[src/rtl/mem_access_stage.sv]
// Memory-access stage: issues data-memory requests for loads/stores, aligns and
// extends load data, forwards ALU results, and faults on misalignment/illegal width/timeout.
module mem_access_stage #(
  parameter int unsigned DATA_WIDTH = 32,
  parameter int unsigned ADDR_WIDTH = 32,
  parameter int unsigned TIMEOUT    = 16
) (
  input  logic                  clk,
  input  logic                  reset,
  input  logic                  valid_in,
  output logic                  in_ready,
  input  logic [1:0]            mem_op,
  input  logic [2:0]            func3,
  input  logic [DATA_WIDTH-1:0] alu_result,
  input  logic [DATA_WIDTH-1:0] store_data,
  input  logic [4:0]            rd,
  input  logic                  reg_write_in,
  output logic                  dmem_req,
  output logic                  dmem_we,
  output logic [ADDR_WIDTH-1:0] dmem_addr,
  output logic [3:0]            dmem_be,
  output logic [DATA_WIDTH-1:0] dmem_wdata,
  input  logic                  dmem_ready,
  input  logic [DATA_WIDTH-1:0] dmem_rdata,
  output logic                  wb_valid,
  output logic [4:0]            wb_rd,
  output logic [DATA_WIDTH-1:0] wb_data,
  output logic                  fault,
  output logic [1:0]            fault_cause
);

  localparam logic [0:0] IDLE   = 1'b0;
  localparam logic [0:0] ACCESS = 1'b1;

  localparam int unsigned CW = $clog2(TIMEOUT + 1);
  localparam logic [CW-1:0] CNT_LAST = CW'(TIMEOUT - 1);

  logic [0:0]    state;
  logic [CW-1:0] waitCnt;
  logic [2:0]    accFunc3;
  logic [1:0]    accLane;
  logic [4:0]    accRd;

  logic                  isLoad, isStore, illegal, misaligned;
  logic [3:0]            storeBe;
  logic [DATA_WIDTH-1:0] storeWdata;
  logic [DATA_WIDTH-1:0] loadVal;
  logic [7:0]            byteSel;
  logic [15:0]           halfSel;

  assign in_ready = (state == IDLE);

  always_comb begin
    isLoad     = (mem_op == 2'd1);
    isStore    = (mem_op == 2'd2);
    illegal    = 1'b0;
    misaligned = 1'b0;
    storeBe    = 4'b1111;
    storeWdata = store_data;
    if (isLoad) begin
      illegal = !(func3 == 3'd0 || func3 == 3'd1 || func3 == 3'd2 ||
                  func3 == 3'd4 || func3 == 3'd5);
    end else if (isStore) begin
      illegal = !(func3 == 3'd0 || func3 == 3'd1 || func3 == 3'd2);
    end
    // func3[1:0] encodes the access width for both loads and stores
    if (func3[1:0] == 2'd1)      misaligned = alu_result[0];
    else if (func3[1:0] == 2'd2) misaligned = (alu_result[1:0] != 2'b00);
    if (isStore) begin
      case (func3[1:0])
        2'd0: begin
          storeBe    = 4'b0001 << alu_result[1:0];
          storeWdata = {4{store_data[7:0]}};
        end
        2'd1: begin
          storeBe    = alu_result[1] ? 4'b1100 : 4'b0011;
          storeWdata = {2{store_data[15:0]}};
        end
        default: begin
          storeBe    = 4'b1111;
          storeWdata = store_data;
        end
      endcase
    end
  end

  always_comb begin
    case (accLane)
      2'd0:    byteSel = dmem_rdata[7:0];
      2'd1:    byteSel = dmem_rdata[15:8];
      2'd2:    byteSel = dmem_rdata[23:16];
      default: byteSel = dmem_rdata[31:24];
    endcase
    halfSel = accLane[1] ? dmem_rdata[31:16] : dmem_rdata[15:0];
    case (accFunc3)
      3'd0:    loadVal = {{24{byteSel[7]}}, byteSel};
      3'd1:    loadVal = {{16{halfSel[15]}}, halfSel};
      3'd4:    loadVal = {24'd0, byteSel};
      3'd5:    loadVal = {16'd0, halfSel};
      default: loadVal = dmem_rdata;
    endcase
  end

  always_ff @(posedge clk or posedge reset) begin
    if (reset) begin
      state       <= IDLE;
      waitCnt     <= '0;
      accFunc3    <= '0;
      accLane     <= '0;
      accRd       <= '0;
      dmem_req    <= 1'b0;
      dmem_we     <= 1'b0;
      dmem_addr   <= '0;
      dmem_be     <= '0;
      dmem_wdata  <= '0;
      wb_valid    <= 1'b0;
      wb_rd       <= '0;
      wb_data     <= '0;
      fault       <= 1'b0;
      fault_cause <= '0;
    end else begin
      wb_valid <= 1'b0;
      fault    <= 1'b0;
      case (state)
        IDLE: begin
          if (valid_in) begin
            if (isLoad || isStore) begin
              if (illegal) begin
                fault       <= 1'b1;
                fault_cause <= 2'd2;
              end else if (misaligned) begin
                fault       <= 1'b1;
                fault_cause <= 2'd1;
              end else begin
                dmem_req   <= 1'b1;
                dmem_we    <= isStore;
                dmem_addr  <= {alu_result[ADDR_WIDTH-1:2], 2'b00};
                dmem_be    <= storeBe;
                dmem_wdata <= storeWdata;
                accFunc3   <= func3;
                accLane    <= alu_result[1:0];
                accRd      <= rd;
                waitCnt    <= '0;
                state      <= ACCESS;
              end
            end else begin
              wb_valid <= reg_write_in;
              wb_data  <= alu_result;
              wb_rd    <= rd;
            end
          end
        end
        default: begin
          // ready in the last permitted cycle takes priority over the timeout
          if (dmem_ready) begin
            dmem_req <= 1'b0;
            state    <= IDLE;
            if (!dmem_we) begin
              wb_valid <= (accRd != 5'd0);
              wb_data  <= loadVal;
              wb_rd    <= accRd;
            end
          end else if (waitCnt == CNT_LAST) begin
            dmem_req    <= 1'b0;
            fault       <= 1'b1;
            fault_cause <= 2'd3;
            state       <= IDLE;
          end else begin
            waitCnt <= waitCnt + 1'b1;
          end
        end
      endcase
    end
  end

endmodule

[config.mk]
export PLATFORM = sky130hd
export DESIGN_NAME = mem_access_stage
export DESIGN_NICKNAME = d
export VERILOG_FILES = /design/src/rtl/mem_access_stage.sv
export SDC_FILE = /design/constraint.sdc
export NUM_CORES = 1
export LEC_CHECK = 0
export ABC_AREA = 1
export CAP_MARGIN = 10
export CORE_MARGIN = 4
export CORE_UTILIZATION = 40
export CTS_BUF_LIST = sky130_fd_sc_hd__clkbuf_16
export DETAILED_ROUTE_END_ITERATION = 7
export PLACE_DENSITY_LB_ADDON = 0.25
export SLEW_MARGIN = 5
export SYNTH_ARGS = -nofsm -noshare
export SYNTH_HDL_FRONTEND = slang
export SYNTH_SLANG_ARGS = --single-unit
[constraint.sdc]
create_clock -name clk -period 9 [get_ports clk]
set_input_delay 2.25 -clock clk [delete_from_list [all_inputs] [get_ports clk]]
set_output_delay 2.25 -clock clk [all_outputs]
set_load 0.005 [all_outputs]
==> Word level (Yosys, flattened, before mapping) <==
Index checks and enable logic that the tools add are counted.
{ "totals": {"reg_bits": 125, "out_inout_bits": 112, "word_cells": 126} }
{ "op_classes": {"n_addsub": 1, "eq_ne": 23, "shift": 1, "muxes": 62, "bitwise": 3, "n_reduce_logical": 21} }
{ "op_table": {"columns": ["op", "n"], "rows": [
  ["$mux 32", 6],
  ["$pmux 32 s4", 1],
  ["$pmux 32 s2", 1],
  ["$mux 5", 12],
  ["$mux 1", 30],
  ["$pmux 8 s3", 1],
  ["$mux 16", 1],
  ["$reduce_and 5->1", 3],
  ["$mux 2", 7],
  ["$ne 2x2->1 const B", 7],
  ["$eq 3x3->1 const B", 4],
  ["$mux 4", 2],
  ["$pmux 4 s2", 1],
  ["$eq 2x1->1 const B", 3],
  ["$eq 2x2->1 const B", 3],
  ["$eq 3x1->1 const B", 2],
  ["$logic_not 3->1", 2],
  ["$reduce_and 6->1", 1],
  ["$reduce_bool 2->1", 3],
  ["$add 5x1->5 const B", 1],
  ["$eq 5x4->1 const B", 1],
  ["$logic_or 1x1->1", 5],
  ["$reduce_bool 5->1", 1],
  ["$logic_not 2->1", 2],
  ["8 further kinds", 11]
]} }

==> Depth between registers and ports, before layout <==
{ "logic_depth": {"depth_word": 11, "depth_mapped": 11} }

==> Least setup slack after synthesis <==
No wires, ideal clock.
{ "synth_path": {"path_kind": "in2reg", "from": "in mem_op[0]", "to": "reg dmem_wdata[24]", "arrival_ns": 3.311, "setup_slack_ns": 5.573, "path_stages": 8, "cell_sequence": "inv_1 -> ha_1 -> inv_1 -> clkbuf_1 -> clkbuf_1 -> o21ai_0 -> nand2_1 -> nand2_1"} }
{ "synth_between": {"elab_chain_cells": 5, "word_cells_on_any_way": 8} }
{ "synth_rtl": {"columns": ["element", "line_no", "text"], "rows": [
  ["start, declared", "12", "input logic [1:0] mem_op,"],
  ["$eq 2x2->1 (*)", "55", "isStore = (mem_op == 2'd2);"],
  ["via isStore", "44", "logic isLoad, isStore, illegal, misaligned;"],
  ["$mux 1", "63", "end else if (isStore) begin"],
  ["$mux 1", "60", "if (isLoad) begin"],
  ["$not 1->1 (no line)", null, null],
  ["$reduce_and 5->1 (no line)", null, null],
  ["end signal, assigned", "139", "dmem_wdata <= storeWdata;"],
  ["end, declared", "22", "output logic [DATA_WIDTH-1:0] dmem_wdata,"]
]} }
The timed path passes the listed nets; every way through them passes the cells marked *.
A chain may end at the register's enable or synchronous reset.

==> Final worst setup path <==
{ "layout_path": {"from": "in mem_op[0]", "to": "reg dmem_be[0]"} }
{ "layout_between": {"elab_chain_cells": 5, "word_cells_on_any_way": 8} }
{ "layout_rtl": {"columns": ["element", "line_no", "text"], "rows": [
  ["$eq 2x2->1 (*)", "55", null],
  ["via isStore", "44", null],
  ["$mux 1", "63", null],
  ["$mux 1", "60", null],
  ["$not 1->1 (no line)", null, null],
  ["$reduce_and 5->1 (no line)", null, null],
  ["end signal, assigned", "138", "dmem_be <= storeBe;"],
  ["end, declared", "21", "output logic [3:0] dmem_be,"]
]} }
Marks and branches as above.

==> metrics.txt <==
Setup violations, final 0; Net Sw Frac 0.308; mapped cell area 0.00636 sq mm; sw power 0.771 mW; root buffer cell clkbuf_16; complex-gate fraction of the synthesized area 0.151; max_cap viols 0; Distinct cells, synth 32; DP Cell Count ~1200; Die W 134 um; Synth Area in XOR/XNOR 0.00138; Reg2Reg Setup Slack 5.65 ns; Fill cells 1432; Fin Clk Skew 0.0109 ns; GRT Residual Overflow 0; TritonCTS Buffers 17; Final period util 0.555; combinational family with the most area after synthesis simple AND/OR/NAND/NOR gates; Clock Sinks 125; HP Class flop to flop; met2 GRT Util 0.336; worst vdd ir 0.000173 V; Crit. End Element flop; synthesized instance count between 800 and 900; final worst path period need 4.99 ns; final hold violations 0; die area 0.0180 sq mm; total power ~2.5 mW; most common cell after layout, fill and taps aside nand2_1; r2r worst-path depth 8; RD Place Congestion around 0.89; top cells by area, synth dfrtp_1 49%, nand2_1 20%, a21oi_1 7.6%; Critical Path Fanout Max 42; cell leakage power 4.40 nW; Clock Path Buffers 2; area growth from synthesis to layout 44.7%; Hold Path Sink dmem_wdata[11]; crit path setup slack, layout around 4 ns; worst endpoint data arrival time 5.34 ns; first-pass GRT wire length 31600 um; Cell Int Power 1.73 mW; Initial Util 0.414; sequential area share after synthesis 0.492; initial antenna violation count 0; final wirelength 19600 um; final core utilization 0.599; WL/cell 15.4 um; final setup TNS 0 ns; Seq pwr share 0.365; adder-cell share of the synthesized area 0.00787; relative max-transition margin 0.258; Yosys top cell area share 0.492; final cell count without fillers about 1300; startpoint type of the worst setup path input port; Post-Synth Simple-Gate Area 0.268; GR peak layer met2; reg2reg end dmem_be[0]; post-cts hold buffer count 0; commonest non-fill, non-tap cells in the layout 336 x nand2_1, 220 x clkdlybuf4s50_1, 125 x dfrtp_1, 96 x a21oi_1, 71 x o21ai_0; DRT Pass-1 Iters 5; RSZ-0062 raised after global routing false; Min-Delay Startpoint dmem_wdata[11]; post-detail-place hpwl 14100 um; GR Util met3 0.0559; Avg Cell Area, Syn 7.41 sq um; Setup crit start mem_op[0]; vias in the first global route 5927; Initial DRC Count 510; fin nets 1164; Post-Layout Inst Area 0.00921 sq mm; ANT cells 0; Final ANT Viol Nets 0; Worst EP required 9.35 ns; H-tree levels 4; Post-CTS Resized 0; Max Fclk about 200 MHz; Yosys top cell by area dfrtp_1; core area 0.0154 sq mm; Worst R2R Start state; PortBufs 220; Worst Tran Pin Value 1.11 ns; largest net degree at the start of global routing 79; CTS tree done; worst hold path depth 2; # rows 45; Final Max Slew Viols 0; Setup WS pre-CTS 3.66 ns; Setup Buffers After CTS 0; total track usage 0.220; die height about 130 um; Ys Warns 0; met1 usage 0.307; clock power share 0.292; share of cells above drive strength 1 0.0424; Comb pwr share 0.343; multiplexer share of the synthesized area 0; pwr/cell area 271 mW/mm^2; Reg clk slew, reported paths 0.06 ns; Setup CP Type input port to flop; I/O pin count 223; later-pin clock latency in the skew report 0.41 ns; DP Area 0.00858 sq mm; DR vias/cell 4.90; Post-route DRC 0; #FFs+latches synth 125; worst hold margin 0.475 ns; outcome complete, no violations; Via Count 6229
==> cell usage after synthesis <==
| cell | number |
|---|---|
| dfrtp_1 | 125 |
| nor2_4 | 1 |
| o211ai_1 | 2 |
| buf_6 | 4 |
| nor2_1 | 42 |
| inv_1 | 56 |
| nor2_2 | 1 |
| nand3_1 | 36 |
| nand3b_1 | 2 |
| xor2_1 | 1 |
| ha_1 | 4 |
| inv_2 | 5 |
| o22ai_1 | 1 |
| a31oi_1 | 6 |
| o21ai_1 | 5 |
| nand2_2 | 2 |
| a22oi_1 | 3 |
| nand4_1 | 1 |
| a211o_1 | 1 |
| a21oi_2 | 1 |
| nand2_1 | 337 |
| nor3_1 | 3 |
| a21oi_1 | 96 |
| o21ai_0 | 71 |
| conb_1 | 1 |
| buf_2 | 21 |
| nor3b_1 | 1 |
| clkbuf_1 | 19 |
| nand3_2 | 1 |
| nand3_4 | 1 |
| buf_1 | 1 |
| buf_4 | 7 |
==> power by group through the flow <==
stage               Clock (mW)  Combinational (mW)  Sequential (mW)
CTS                      0.743               0.871            0.912
floorplan                    0               0.374            0.888
global route             0.766               0.957            0.943
finish                   0.729               0.858            0.912
global placement             0               0.849            0.915
detailed placement           0               0.866            0.914
==> state kept, by name, summed over array words and instances, names as in the netlist <==
name         count
dmem_addr       30
wb_rd            5
accLane          2
dmem_we          1
wb_valid         1
state            1
fault_cause      2
dmem_wdata      32
accRd            5
wb_data         32
dmem_req         1
fault            1
dmem_be          4
accFunc3         3
waitCnt          5
==> area by class of cell <==
type                       instances  area, sq um  share of cell area
sequential                       125         3130               0.340
multi-input combinational        621         2730               0.297
timing repair buffer             223         2220               0.242
clock buffer                      17          425              0.0462
tap                              211          264              0.0287
inverter                          61          231              0.0251
clock inverter                    14          201              0.0219
==> worst max-delay path by stage <==
stage / to / slack [ns] / cells past startpoint
3_5_place_dp: dmem_be[3] / 3.66 / 10
2_1_floorplan: accFunc3[0] / 3.42 / 1
4_1_cts: dmem_be[0] / 4.05 / 10
5_1_grt: dmem_be[0] / 3.67 / 10
3_3_place_gp: dmem_be[3] / 3.72 / 10
6_report: dmem_be[0] / 4.01 / 10
==> per-layer routing <==
layer	wire length, um	vias up
met3	1200	32
li1	-	3127
met4	493	0
met1	8830	2877
met5	0	-
met2	9060	193
==> kinds of logic (layout without fill, tap and decap cells) <==
logic type | after synthesis | after routing
and+or+nand+nor | 428 | 428
other | 1 | 2
adders and majority gates | 4 | 4
xor gates and xnor gates | 1 | 1
AOI/OAI and AO/OA | 186 | 186
DFF | 125 | 125
buffers and inverters | 113 | 315
==> critical path: stages <==
cell and delay (ns):
clkdlybuf4s50_1 0.48, inv_1 0.05, ha_1 0.23, inv_1 0.55
o21ai_1 0.15, nand2_1 0.18, nand3_4 0.39, inv_2 0.73
o21ai_1 0.18, nand2_1 0.11
Power figures use the tool's default switching activity.
